==> src/rtl/mul_pipe_param_if.sv <==
// -----------------------------------------------------------------------------
// mul_pipe_param_if
// Handshake bundle for the pipelined multiplier.
//   Input side : in_valid, in_ready, in_signed, mul_a, mul_b, in_tag
//   Output side: out_valid, out_ready, mul_out, out_tag
// Modports:
//   master - the block feeding operands and consuming results
//   slave  - the multiplier itself
// -----------------------------------------------------------------------------
interface mul_pipe_param_if #(
  parameter int WIDTH = 8,
  parameter int TAG_W = 4
);
  logic                 in_valid;
  logic                 in_ready;
  logic                 in_signed;
  logic [WIDTH-1:0]     mul_a;
  logic [WIDTH-1:0]     mul_b;
  logic [TAG_W-1:0]     in_tag;
  logic                 out_valid;
  logic                 out_ready;
  logic [2*WIDTH-1:0]   mul_out;
  logic [TAG_W-1:0]     out_tag;

  modport master (
    output in_valid, in_signed, mul_a, mul_b, in_tag, out_ready,
    input  in_ready, out_valid, mul_out, out_tag
  );

  modport slave (
    input  in_valid, in_signed, mul_a, mul_b, in_tag, out_ready,
    output in_ready, out_valid, mul_out, out_tag
  );
endinterface

==> src/rtl/mul_pipe_param.sv <==
// -----------------------------------------------------------------------------
// mul_pipe_param
// Fully pipelined WIDTH x WIDTH integer multiplier with per-operation
// signed/unsigned mode, valid/ready handshake with whole-pipeline stall and a
// sideband tag returned in order with each product.
//
// Parameters:
//   WIDTH - operand width, power of two from 4 to 32
//   TAG_W - sideband tag width
// Ports:
//   clk   - rising-edge clock
//   rst_n - asynchronous active-low reset
//   bus   - mul_pipe_param_if.slave: in_valid/in_ready/in_signed/mul_a/mul_b/
//           in_tag on the input side, out_valid/out_ready/mul_out/out_tag on
//           the output side
//
// Structure:
//   Stage 0 registers WIDTH partial products, each 2*WIDTH bits wide. The
//   reduction tree then adds adjacent pairs, one level per stage, so the
//   latency is 1 + log2(WIDTH) and the critical path is one 2*WIDTH-bit adder.
//   All tree nodes live in one flat array: level k starts at index
//   2*WIDTH - 2*(WIDTH >> k), and the final node (index 2*WIDTH-2) is the
//   output register.
//   The whole pipeline advances together on adv = !out_valid || out_ready;
//   bubbles are carried, not compressed.
// -----------------------------------------------------------------------------
module mul_pipe_param #(
  parameter int WIDTH = 8,
  parameter int TAG_W = 4
) (
  input  logic             clk,
  input  logic             rst_n,
  mul_pipe_param_if.slave  bus
);

  localparam int PW    = 2 * WIDTH;
  localparam int LOGW  = $clog2(WIDTH);
  localparam int NODES = 2 * WIDTH - 1;

  logic              adv_s;
  logic [PW-1:0]     a_ext_s;
  logic [PW-1:0]     pp_s [WIDTH-1];
  logic [PW-1:0]     pp_top_s;
  logic              neg_s;
  logic [PW-1:0]     sum_s [WIDTH-1];

  logic [PW-1:0]     node_r [NODES];
  logic              neg_r;
  logic              valid_r [LOGW+1];
  logic [TAG_W-1:0]  tag_r [LOGW+1];

  // The pipeline moves as one unit; input acceptance depends only on the
  // output side, never on in_valid.
  assign adv_s        = !valid_r[LOGW] || bus.out_ready;
  assign bus.in_ready = adv_s;

  assign bus.out_valid = valid_r[LOGW];
  assign bus.mul_out   = node_r[NODES-1];
  assign bus.out_tag   = tag_r[LOGW];

  // Multiplicand extended to product width according to the operation mode.
  always_comb begin
    if (bus.in_signed) begin
      a_ext_s = {{WIDTH{bus.mul_a[WIDTH-1]}}, bus.mul_a};
    end else begin
      a_ext_s = {{WIDTH{1'b0}}, bus.mul_a};
    end
  end

  // Rows 0..WIDTH-2 are plain shifted copies of the multiplicand. Operands are
  // gated by in_valid so bubbles carry zeros and mul_out stays 0 after reset
  // until the first real result arrives.
  for (genvar i = 0; i < WIDTH - 1; i++) begin : g_pp
    assign pp_s[i] = (bus.in_valid && bus.mul_b[i]) ? (a_ext_s << i) : {PW{1'b0}};
  end

  // Top row: in signed mode mul_b[WIDTH-1] weighs -2^(WIDTH-1), so this row is
  // negated. Only the bit inversion happens here; the +1 of the two's
  // complement is carried in neg_r and enters as the carry-in of the level-1
  // adder that consumes this row, keeping stage 0 free of adders.
  always_comb begin
    if (bus.in_valid && bus.mul_b[WIDTH-1] && bus.in_signed) begin
      pp_top_s = ~(a_ext_s << (WIDTH - 1));
      neg_s    = 1'b1;
    end else if (bus.in_valid && bus.mul_b[WIDTH-1]) begin
      pp_top_s = a_ext_s << (WIDTH - 1);
      neg_s    = 1'b0;
    end else begin
      pp_top_s = {PW{1'b0}};
      neg_s    = 1'b0;
    end
  end

  // Reduction tree: every node of level k is the sum of an adjacent pair of
  // level k-1, modulo 2^PW. The pair holding the top row also absorbs neg_r.
  for (genvar k = 1; k <= LOGW; k++) begin : g_lvl
    for (genvar j = 0; j < (WIDTH >> k); j++) begin : g_pair
      localparam int SRC  = 2 * WIDTH - 2 * (WIDTH >> (k - 1)) + 2 * j;
      localparam int DST  = 2 * WIDTH - 2 * (WIDTH >> k) + j;
      localparam bit LAST = (k == 1) && (j == (WIDTH / 2) - 1);
      assign sum_s[DST-WIDTH] = node_r[SRC] + node_r[SRC+1]
                                + {{(PW-1){1'b0}}, (neg_r & LAST)};
    end
  end

  // Pipeline registers: data, carry-in, valid and tag all advance together on
  // adv and hold together otherwise. Reset clears everything, discarding any
  // results in flight.
  always_ff @(posedge clk or negedge rst_n) begin
    if (!rst_n) begin
      for (int n = 0; n < NODES; n++) begin
        node_r[n] <= {PW{1'b0}};
      end
      neg_r <= 1'b0;
      for (int k = 0; k <= LOGW; k++) begin
        valid_r[k] <= 1'b0;
        tag_r[k]   <= {TAG_W{1'b0}};
      end
    end else if (adv_s) begin
      for (int i = 0; i < WIDTH - 1; i++) begin
        node_r[i] <= pp_s[i];
      end
      node_r[WIDTH-1] <= pp_top_s;
      for (int n = WIDTH; n < NODES; n++) begin
        node_r[n] <= sum_s[n-WIDTH];
      end
      neg_r <= neg_s;
      // adv equals in_ready, so in_valid alone marks an input transfer here.
      valid_r[0] <= bus.in_valid;
      if (bus.in_valid) begin
        tag_r[0] <= bus.in_tag;
      end else begin
        tag_r[0] <= {TAG_W{1'b0}};
      end
      for (int k = 1; k <= LOGW; k++) begin
        valid_r[k] <= valid_r[k-1];
        tag_r[k]   <= tag_r[k-1];
      end
    end
  end

endmodule

==> src/flat_wrapper.sv <==
// flat-port wrapper written by rule: the top's interface ports become plain ports
module mul_pipe_param_flat 
#(
  parameter int WIDTH = 8,
  parameter int TAG_W = 4
)
  (clk, rst_n, bus_in_valid, bus_in_signed, bus_mul_a, bus_mul_b, bus_in_tag, bus_out_ready, bus_in_ready, bus_out_valid, bus_mul_out, bus_out_tag);
  mul_pipe_param_if #(.WIDTH(WIDTH), .TAG_W(TAG_W)) bus_i ();
  input  logic clk;
  input  logic rst_n;
  input wire logic [$bits(bus_i.in_valid)-1:0] bus_in_valid;
  input wire logic [$bits(bus_i.in_signed)-1:0] bus_in_signed;
  input wire logic [$bits(bus_i.mul_a)-1:0] bus_mul_a;
  input wire logic [$bits(bus_i.mul_b)-1:0] bus_mul_b;
  input wire logic [$bits(bus_i.in_tag)-1:0] bus_in_tag;
  input wire logic [$bits(bus_i.out_ready)-1:0] bus_out_ready;
  output wire logic [$bits(bus_i.in_ready)-1:0] bus_in_ready;
  output wire logic [$bits(bus_i.out_valid)-1:0] bus_out_valid;
  output wire logic [$bits(bus_i.mul_out)-1:0] bus_mul_out;
  output wire logic [$bits(bus_i.out_tag)-1:0] bus_out_tag;
  assign bus_i.in_valid = bus_in_valid;
  assign bus_i.in_signed = bus_in_signed;
  assign bus_i.mul_a = bus_mul_a;
  assign bus_i.mul_b = bus_mul_b;
  assign bus_i.in_tag = bus_in_tag;
  assign bus_i.out_ready = bus_out_ready;
  assign bus_in_ready = bus_i.in_ready;
  assign bus_out_valid = bus_i.out_valid;
  assign bus_mul_out = bus_i.mul_out;
  assign bus_out_tag = bus_i.out_tag;
  mul_pipe_param #(.WIDTH(WIDTH), .TAG_W(TAG_W)) u_core (.clk(clk), .rst_n(rst_n), .bus(bus_i));
endmodule
==> config.mk <==
export PLATFORM = sky130hd
export DESIGN_NAME = mul_pipe_param_flat
export DESIGN_NICKNAME = d
export VERILOG_FILES = /design/src/rtl/mul_pipe_param_if.sv /design/src/rtl/mul_pipe_param.sv /design/src/flat_wrapper.sv
export SDC_FILE = /design/constraint.sdc
export NUM_CORES = 1
export LEC_CHECK = 0
export ABC_CLOCK_PERIOD_IN_PS = 3850
export CAP_MARGIN = 20
export CORE_MARGIN = 1.5
export CORE_UTILIZATION = 65
export DETAILED_ROUTE_END_ITERATION = 7
export GPL_ROUTABILITY_DRIVEN = 1
export GPL_TIMING_DRIVEN = 0
export HOLD_SLACK_MARGIN = 0.06
export PLACE_DENSITY = 0.95
export SLEW_MARGIN = 20
export SYNTH_ARGS = -nofsm -noshare
export SYNTH_HDL_FRONTEND = slang
export SYNTH_SLANG_ARGS = --single-unit
==> constraint.sdc <==
create_clock -name clk -period 3.85 [get_ports clk]
set_clock_uncertainty 0.15 [all_clocks]
set_input_delay 0.77 -clock clk [delete_from_list [all_inputs] [get_ports clk]]
set_output_delay 0.77 -clock clk [all_outputs]
set_load 0.02 [all_outputs]
==> results of run 1 <==
==> Yosys cell counts (all sizes together) (5+ instances only) <==
| cell | count |
|---|---|
| or3 | 8 |
| buf | 46 |
| nor3b | 5 |
| nand3 | 9 |
| nor2 | 53 |
| a21o | 20 |
| nand2 | 173 |
| nor3 | 18 |
| clkbuf | 28 |
| dfrtp | 189 |
| and3 | 10 |
| fa | 6 |
| o21a | 27 |
| a21oi | 54 |
| a31oi | 8 |
| o21bai | 8 |
| a211oi | 6 |
| nand2b | 6 |
| o21ai | 62 |
| a22o | 68 |
| nor2b | 7 |
| xor2 | 34 |
| inv | 20 |
| o31ai | 10 |
| ha | 71 |
| xnor2 | 23 |
==> cell families (layout without fill, tap and decap cells) <==
kind of cell,after synthesis,after routing
adders and majority gates,77,77
xor gates and xnor gates,57,57
DFF,189,189
muxes,2,2
and+or+nand+nor,296,296
buffers and inverters,94,168
AOI/OAI and AO/OA,290,290
==> how the worst min path moves through the flow <==
stage | slack, ps | endpoint
after floorplan | 280 | u_core.valid_r[1]
after global placement | 290 | u_core.valid_r[1]
after detailed placement | 310 | u_core.bus.out_tag[2]
after CTS | 180 | u_core.bus.mul_out[11]
after global routing | 200 | u_core.bus.mul_out[11]
final | 140 | u_core.bus.mul_out[11]
==> per-layer routing <==
metal / vias up / share of wire (%)
met5: - / 0
li1: 3664 / -
met1: 3875 / 42
met2: 414 / 47
met3: 73 / 7.8
met4: 0 / 4.0
==> power by group through the flow <==
| stage | Sequential, mW | Combinational [mW] | Clock, mW |
|---|---|---|---|
| after floorplan | 2.90 | 2.61 | 0 |
| after global placement | 3.02 | 3.38 | 0 |
| after detailed placement | 3.05 | 3.53 | 0 |
| after CTS | 3.02 | 3.59 | 1.81 |
| after global routing | 3.09 | 3.97 | 1.90 |
| final | 3.04 | 3.64 | 1.82 |
==> per-stage QoR <==
stage / setup slack, ps / total power, mW / cell area, um^2
4_1_cts: 1.098 / 8.422 / 11260
2_1_floorplan: 1162 / 5.509 / 9983
3_3_place_gp: -5560 / 6.398 / 10620
5_1_grt: 76.54 / 8.961 / 11270
6_report: 164.3 / 8.499 / 11270
3_5_place_dp: -446.7 / 6.583 / 10650
==> flip-flops by register name, indices dropped and copies added (netlist names) <==
signal / count
u_core.bus.out_valid: 1
u_core.valid_r: 3
u_core.node_r: 153
u_core.bus.mul_out: 16
u_core.bus.out_tag: 4
u_core.tag_r: 12
==> layout make-up <==
class                   instances  area share [%]
well taps                     188           2.087
inverters                      20          0.6659
plain buffers                  73           3.230
clock inverters                13           1.365
repair buffers                 43           3.973
flip-flops and latches        189           41.95
multi-input cells             722           42.71
clock buffers                  19           4.018
==> critical path: stages <==
cell,delay (ps)
clkdlybuf4s50_1,460
nor2b_1,40
clkbuf_1,210
inv_2,120
clkbuf_2,230
clkbuf_4,290
clkdlybuf4s50_1,640
==> repair_timing <==
| item | in CTS | in global routing |
|---|---|---|
| pin swaps | 0 | 0 |
| setup endpoints to repair | 1 | 1 |
| endpoints found under the hold margin | 0 | 0 |
| buffers inserted | 0 | 2 |
| resized for setup | 1 | 1 |
==> impl_metrics.env, run 1 <==
export IMPL_status="complete, no violations"
export IMPL_area_growth_pct=12.92
export IMPL_grt_util_all_layers_pct=32.23
export IMPL_cts_buffers_inserted=17
export IMPL_grt_max_degree=106
export IMPL_cp_arrival_ps=2770
export IMPL_path_clk_slew_ps=60
export IMPL_synth_area_um2=9983
export IMPL_cts_tree="built"
export IMPL_final_nets=1168
export IMPL_synthAdderAreaFrac_pct=10.10
export IMPL_die_area_um2=16110
export IMPL_detailed_place_hpwl_um=17630
export IMPL_regToRegSetupSlack_ps=1230
export IMPL_fmax_mhz=271.3
export IMPL_worstSetupStartpoint="bus_out_ready"
export IMPL_vias_per_cell=6.335
export IMPL_synthTopCellsByArea="dfrtp_1 (47%), ha_1 (8.9%), nand2_1 (6.5%)"
export IMPL_first_pass_iters=6
export IMPL_grt_setup_unrepaired="no"
export IMPL_nFillCells=962
export IMPL_seq_power_share_pct=35.7
export IMPL_synth_edff_count=0
export IMPL_muxShareOfSynthArea_pct=0.2507
export IMPL_synth_compound_area_share_pct=20.20
export IMPL_ys_seq_area_share_pct=47.37
export IMPL_r2r_end="u_core.node_r[28]"
export IMPL_port_buffers=40
export IMPL_drc=0
export IMPL_ys_flop_type="dfrtp_1"
export IMPL_cts_sinks=189
export IMPL_die_h_um=126.9
export IMPL_p_comb_share_pct=42.9
export IMPL_synth_warnings=0
export IMPL_syn_inst=1005
export IMPL_ff2ff_path_depth=7
export IMPL_cp_endpoint="bus_in_ready"
export IMPL_num_io_pins=47
export IMPL_final_common_cell="dfrtp_1"
export IMPL_fin_util_pct=74.71
export IMPL_finalCritPeriodShare_pct=95.73
export IMPL_slew_limit_headroom_pct=46.25
export IMPL_end_kind="output pin"
export IMPL_post_drt_wl_per_cell_um=19.63
export IMPL_p_leak_nw=5.623
export IMPL_async_flop_share_pct=100.0
export IMPL_finalMaxSlewViolations=0
export IMPL_synth_xor_area_share_pct=5.001
export IMPL_syn_avg_cell_area_um2=9.934
export IMPL_cts_htree_levels=4
export IMPL_critPathMaxFanout=10
export IMPL_grt_busiest_layer="met2"
export IMPL_start_kind="primary input"
export IMPL_yosysTopAreaCell="dfrtp_1"
export IMPL_syn_nets=1107
export IMPL_maxCapViolations=0
export IMPL_synth_top_family_by_area="compound AO/OA/AOI/OAI gates"
export IMPL_setup_worst_path_class="in2out"
export IMPL_setup_viol=0
export IMPL_ant_nets=0
export IMPL_use_met1_pct=42.98
export IMPL_cts_hold_buffers=0
export IMPL_insertion_delay_ps=450
export IMPL_holdWs_ps=143.9
export IMPL_synthSimpleGateAreaFrac_pct=12.67
export IMPL_grt_overflow_total=0
export IMPL_cts_buffer_depth=2
export IMPL_hold_violations=0
export IMPL_register_area_um2=4730
export IMPL_multi_input_area_um2=4815
export IMPL_use_met3_pct=7.212
export IMPL_die_x_um=126.9
export IMPL_internal_power_mw=5.199
export IMPL_tightest_slew_ps=806.3
export IMPL_core_area_um2=15090
export IMPL_layout_min_cycle_time_ps=3686
export IMPL_final_cells=1267
export IMPL_grt_pass1_wl_um=39780
export IMPL_p_sw_mw=3.300
export IMPL_grt_pass1_vias=7610
export IMPL_drt_iter0_drc=861
export IMPL_start_util_pct=66.16
export IMPL_synth_top_area_share_pct=47.37
export IMPL_wirelength_um=24870
export IMPL_power_density_nw_per_um2=753.9
export IMPL_rows=45
export IMPL_cp_data_required_time_ps=2930
export IMPL_antenna_found_initial=0
export IMPL_layout_common_cells="dfrtp_1 (189), nand2_1 (173), ha_1 (71)"
export IMPL_min_path_type="in2async"
export IMPL_ys_ff_latch=189
export IMPL_ys_types=59
export IMPL_num_vias=8026
export IMPL_grtUsageMet2_pct=51.37
export IMPL_r2r_start="u_core.bus.out_valid"
export IMPL_fin_tns_setup_ps=0
export IMPL_drive_gt1_share_pct=7.044
export IMPL_clkPwrFrac_pct=21.4
export IMPL_vdd_drop_max_mv=0.4712
export IMPL_globalplace_congestion=0.8913
export IMPL_switching_share_pct=38.83
export IMPL_antennaDiodeCount=0
export IMPL_placed_cells=1234
export IMPL_root_buffer="clkbuf_16"
No activity file was read; power rests on OpenSTA's default activity.
==> run 2: changes to the inputs <==
Settings changed: ABC_CLOCK_PERIOD_IN_PS 3850 to 3100, CORE_UTILIZATION 65 to 55, PLACE_DENSITY 0.95 to 0.87.
Clock period 3.85 ns to 3.1 ns, I/O delays scaled along.
==> impl_metrics.env, run 2 (synthesis results as in run 1) <==
export IMPL_cts_buffers_inserted=17
export IMPL_regToRegSetupSlack_ps=530
export IMPL_drc=0
export IMPL_grt_util_all_layers_pct=27.43
export IMPL_start_kind="primary input"
export IMPL_detailed_place_hpwl_um=17320
export IMPL_final_nets=1165
export IMPL_insertion_delay_ps=430
export IMPL_die_h_um=137.7
export IMPL_setup_worst_path_class="in2out"
export IMPL_ant_nets=0
export IMPL_globalplace_congestion=0.9177
export IMPL_largest_register="u_core.node_r"
export IMPL_hold_violations=0
export IMPL_fin_tns_setup_ps=0
export IMPL_finalMaxSlewViolations=0
export IMPL_setup_viol=0
export IMPL_cts_hold_buffers=0
export IMPL_largest_register_ffs=153
export IMPL_path_clk_slew_ps=70
export IMPL_port_buffers=40
export IMPL_die_x_um=137.7
export IMPL_area_growth_pct=12.83
export IMPL_start_util_pct=55.77
export IMPL_tightest_slew_ps=765.0
export IMPL_power_density_nw_per_um2=921.7
export IMPL_num_vias=7843
export IMPL_vdd_drop_max_mv=0.6943
export IMPL_cts_tree="built"
export IMPL_slew_limit_headroom_pct=49.00
export IMPL_p_leak_nw=5.583
export IMPL_maxCapViolations=0
export IMPL_num_io_pins=47
export IMPL_rows=49
export IMPL_wirelength_um=24690
export IMPL_status="complete, no violations"
export IMPL_finalCritPeriodShare_pct=94.14
export IMPL_grt_setup_unrepaired="no"
export IMPL_die_area_um2=18970
export IMPL_final_common_cell="dfrtp_1"
export IMPL_critPathMaxFanout=21
export IMPL_post_cts_setup_buffer_count=0
export IMPL_placed_cells=1275
export IMPL_layout_min_cycle_time_ps=2918
export IMPL_cts_buffer_depth=2
export IMPL_root_buffer="clkbuf_16"
export IMPL_fin_util_pct=62.92
export IMPL_grt_pass1_vias=7687
export IMPL_cts_sinks=189
export IMPL_antenna_found_initial=0
export IMPL_grt_pass1_wl_um=39170
export IMPL_cts_resized_gates=5
export IMPL_min_path_type="in2async"
export IMPL_fmax_mhz=342.7
export IMPL_drt_iter0_drc=636
export IMPL_cp_arrival_ps=2150
export IMPL_vias_per_cell=6.015
export IMPL_grt_overflow_total=0
export IMPL_antennaDiodeCount=0
export IMPL_drive_gt1_share_pct=6.512
export IMPL_end_kind="output pin"
export IMPL_layout_common_cells="dfrtp_1 (189), nand2_1 (173), ha_1 (71)"
export IMPL_post_drt_wl_per_cell_um=18.93
export IMPL_core_area_um2=17900
export IMPL_final_cells=1304
export IMPL_cts_htree_levels=4
export IMPL_cp_data_required_time_ps=2330
export IMPL_first_pass_iters=7
export IMPL_grt_max_degree=102
run 2: path summary, 6_finish.rpt:
| kind | startpoint | endpoint | cells past startpoint |
|---|---|---|---|
| worst max-delay path | bus_out_ready | bus_in_ready | 6 |
| worst min-delay path | rst_n | u_core.tag_r[9] | 1 |
| worst max register to register | u_core.bus.out_valid | u_core.node_r[72] | 6 |
| max in group asynchronous | rst_n | u_core.node_r[119] | 2 |
| min in group clk | u_core.bus.out_tag[1] | u_core.bus.out_tag[1] | 2 |
| worst min register to register | u_core.bus.out_tag[1] | u_core.bus.out_tag[1] | 2 |
run 2: through the flow:
stage | setup WS [ps] | cell area, um^2 | total power, mW | hold slack [ps]
5_1_grt | 138.4 | 11260 | 11.03 | 128.4
2_1_floorplan | 712.0 | 9983 | 6.842 | 174.4
3_3_place_gp | -6182 | 10670 | 7.982 | 300.3
3_5_place_dp | -942.4 | 10700 | 8.168 | 305.3
4_1_cts | 190.1 | 11260 | 10.33 | 111.1
6_report | 181.7 | 11260 | 10.38 | 68.05
run 2: layer usage:
metal / global-route usage [%] / part of all wire, %
met1: 36.14 / 43
met2: 44.00 / 47
met3: 6.512 / 6.7
met4: 10.59 / 3.4
met5: 0 / 0
run 2: worst max-delay path: stages:
cell and delay [ps]:
clkdlybuf4s50_1 450, nor2b_1 40, clkbuf_2 230, inv_6 200, buf_4 230, dlygate4sd2_1 360
run 2: area by class of cell:
| cell class | instances | area (um^2) |
|---|---|---|
| flip-flops and latches | 189 | 4730 |
| well taps | 229 | 286.5 |
| fillers | 1406 | 6638 |
| repair buffers | 41 | 431.7 |
| clock buffers | 23 | 478.0 |
| multi-input cells | 722 | 4815 |
| clock inverters | 8 | 83.83 |
| plain buffers | 72 | 360.3 |
| inverters | 20 | 80.08 |
run 2: power by group:
part	switching (mW)	internal [mW]
combinational	2.56	1.95
clock	0.947	1.17
sequential	0.512	3.23
==> run 3: changes to the inputs <==
Settings changed: CORE_UTILIZATION 55 to 51, PLACE_DENSITY 0.87 to 0.82.
==> impl_metrics.env, run 3 (synthesis results as in run 1) <==
export IMPL_status="complete, no violations"
export IMPL_hold_violations=0
export IMPL_setup_worst_path_class="in2out"
export IMPL_drive_gt1_share_pct=7.136
export IMPL_grt_max_degree=77
export IMPL_post_dp_cell_area_um2=10770
export IMPL_grt_pass1_wl_um=38870
export IMPL_fmax_mhz=334.5
export IMPL_grt_pass1_vias=7375
export IMPL_start_util_pct=52.67
export IMPL_wirelength_um=24250
export IMPL_p_leak_nw=5.626
export IMPL_final_nets=1168
export IMPL_power_density_nw_per_um2=912.5
export IMPL_core_area_um2=18960
export IMPL_grt_setup_unrepaired="no"
export IMPL_cts_buffers_inserted=17
export IMPL_cp_arrival_ps=2220
export IMPL_drt_iter0_drc=702
export IMPL_grt_util_all_layers_pct=25.16
export IMPL_cpPeakStageDelay_ps=450
export IMPL_setup_viol=0
export IMPL_cts_tree="built"
export IMPL_layout_common_cells="dfrtp_1 (189), nand2_1 (173), ha_1 (71)"
export IMPL_critPathTopFamily="buffers and inverters"
export IMPL_p_total_mw=10.36
export IMPL_end_kind="output pin"
export IMPL_stdcell_area_um2=11360
export IMPL_die_x_um=142.9
export IMPL_layout_min_cycle_time_ps=2990
export IMPL_largest_register_ffs=153
export IMPL_antenna_found_initial=0
export IMPL_die_area_um2=20420
export IMPL_crit_path_top_delay_cell="clkdlybuf4s50_1"
export IMPL_maxCapViolations=0
export IMPL_regToRegSetupSlack_ps=590
export IMPL_final_common_cell="dfrtp_1"
export IMPL_ant_nets=0
export IMPL_vdd_drop_max_mv=0.4981
export IMPL_finalCritPeriodShare_pct=96.44
export IMPL_post_drt_wl_per_cell_um=18.11
export IMPL_start_kind="primary input"
export IMPL_vias_per_cell=5.771
export IMPL_area_growth_pct=13.75
export IMPL_insertion_delay_ps=450
export IMPL_root_buffer="clkbuf_16"
export IMPL_cts_buffer_depth=2
export IMPL_worst_path_buf_inv=6
export IMPL_detailed_place_hpwl_um=17600
export IMPL_cp_data_required_time_ps=2330
export IMPL_crit_top_cell="clkbuf_2"
export IMPL_cts_sinks=189
export IMPL_globalplace_congestion=0.8749
export IMPL_port_buffers=40
export IMPL_critPathMaxFanout=12
export IMPL_largest_register="u_core.node_r"
export IMPL_num_vias=7728
export IMPL_grt_overflow_total=0
export IMPL_min_path_type="reg2reg"
export IMPL_worstPathCellList="clkdlybuf4s50_1, nor2b_1, clkbuf_2, inv_2, clkbuf_4, buf_4, clkbuf_2"
export IMPL_finalMaxSlewViolations=0
export IMPL_drc=0
export IMPL_num_io_pins=47
export IMPL_slew_limit_headroom_pct=51.16
export IMPL_tightest_slew_ps=732.6
export IMPL_antennaDiodeCount=0
export IMPL_first_pass_iters=5
export IMPL_cts_htree_levels=4
export IMPL_die_h_um=142.9
export IMPL_path_clk_slew_ps=70
export IMPL_rows=50
-- run 3: cell count changes in the layout (fill, tap and decap cells not counted), sizes merged --
cell	before	now
dlygate4sd2	1	0
clkbuf	49	45
clkinv	2	6
buf	48	49
clkinvlp	3	0
dlygate4sd3	0	1
inv	22	28
-- run 3: timing repair --
| action | CTS | global route |
|---|---|---|
| setup endpoints to repair | 1 | 1 |
| gates resized for setup | 6 | 1 |
| buffers inserted | 0 | 0 |
| hold buffers | 1 | 0 |
| cloned | 0 | 0 |
| endpoints found under the hold margin | 47 | 0 |
-- run 3: routing by layer --
layer	global-route usage [%]	part of all wire [%]	vias up
met4	8.844	2.7	0
met5	0	0	-
met2	40.27	47	247
met3	5.969	6.9	52
li1	-	-	3659
met1	33.50	43	3770
-- run 3: through the flow --
| step | utilization, % | setup slack, ps | cells | hold slack [ps] | TNS (ps) |
|---|---|---|---|---|---|
| CTS | 59.93 | 2.515 | 1339 | 321.3 | 0 |
| global placement | 56.50 | -6341 | 1305 | 293.5 | -1202170 |
| global route | 59.91 | 46.65 | 1339 | 336.7 | 0 |
| detailed placement | 56.81 | -1085 | 1307 | 305.7 | -7501 |
| finish | 59.91 | 110.4 | 1339 | 320.2 | 0 |
| floorplan | - | 712.0 | 1005 | 174.4 | 0 |
-- run 3: power breakdown --
group          internal (mW)  switching (mW)  leakage (nW)
Clock                   1.14            1.04         0.289
Sequential              3.23           0.495          2.45
Combinational           1.96            2.50          2.89
-- run 3: worst paths after layout --
path                                            from                 end  cells after the start
worst max-delay path                   bus_out_ready        bus_in_ready                      7
worst min register to register     u_core.node_r[96]   u_core.node_r[32]                      2
min in group asynchronous                      rst_n  u_core.node_r[167]                      2
worst max register to register  u_core.bus.out_valid   u_core.node_r[87]                      6
worst min-delay path               u_core.node_r[96]   u_core.node_r[32]                      2
max in group asynchronous                      rst_n   u_core.node_r[27]                      4
-- run 3: layout make-up --
| class | instances | area (um^2) |
|---|---|---|
| multi-input cells | 722 | 4815 |
| fillers | 1577 | 7600 |
| well taps | 260 | 325.3 |
| clock inverters | 15 | 152.6 |
| plain buffers | 73 | 367.9 |
| repair buffers | 43 | 465.4 |
| flip-flops and latches | 189 | 4730 |
| inverters | 20 | 75.07 |
| clock buffers | 17 | 425.4 |
-- run 3: worst reg2reg max path, delay by kind of cell (launching register included) --
kind / cells / cell delay (ps)
buffers and inverters: 4 / 1550
DFF: 1 / 370
AOI/OAI and AO/OA: 1 / 160
and+or+nand+nor: 1 / 130
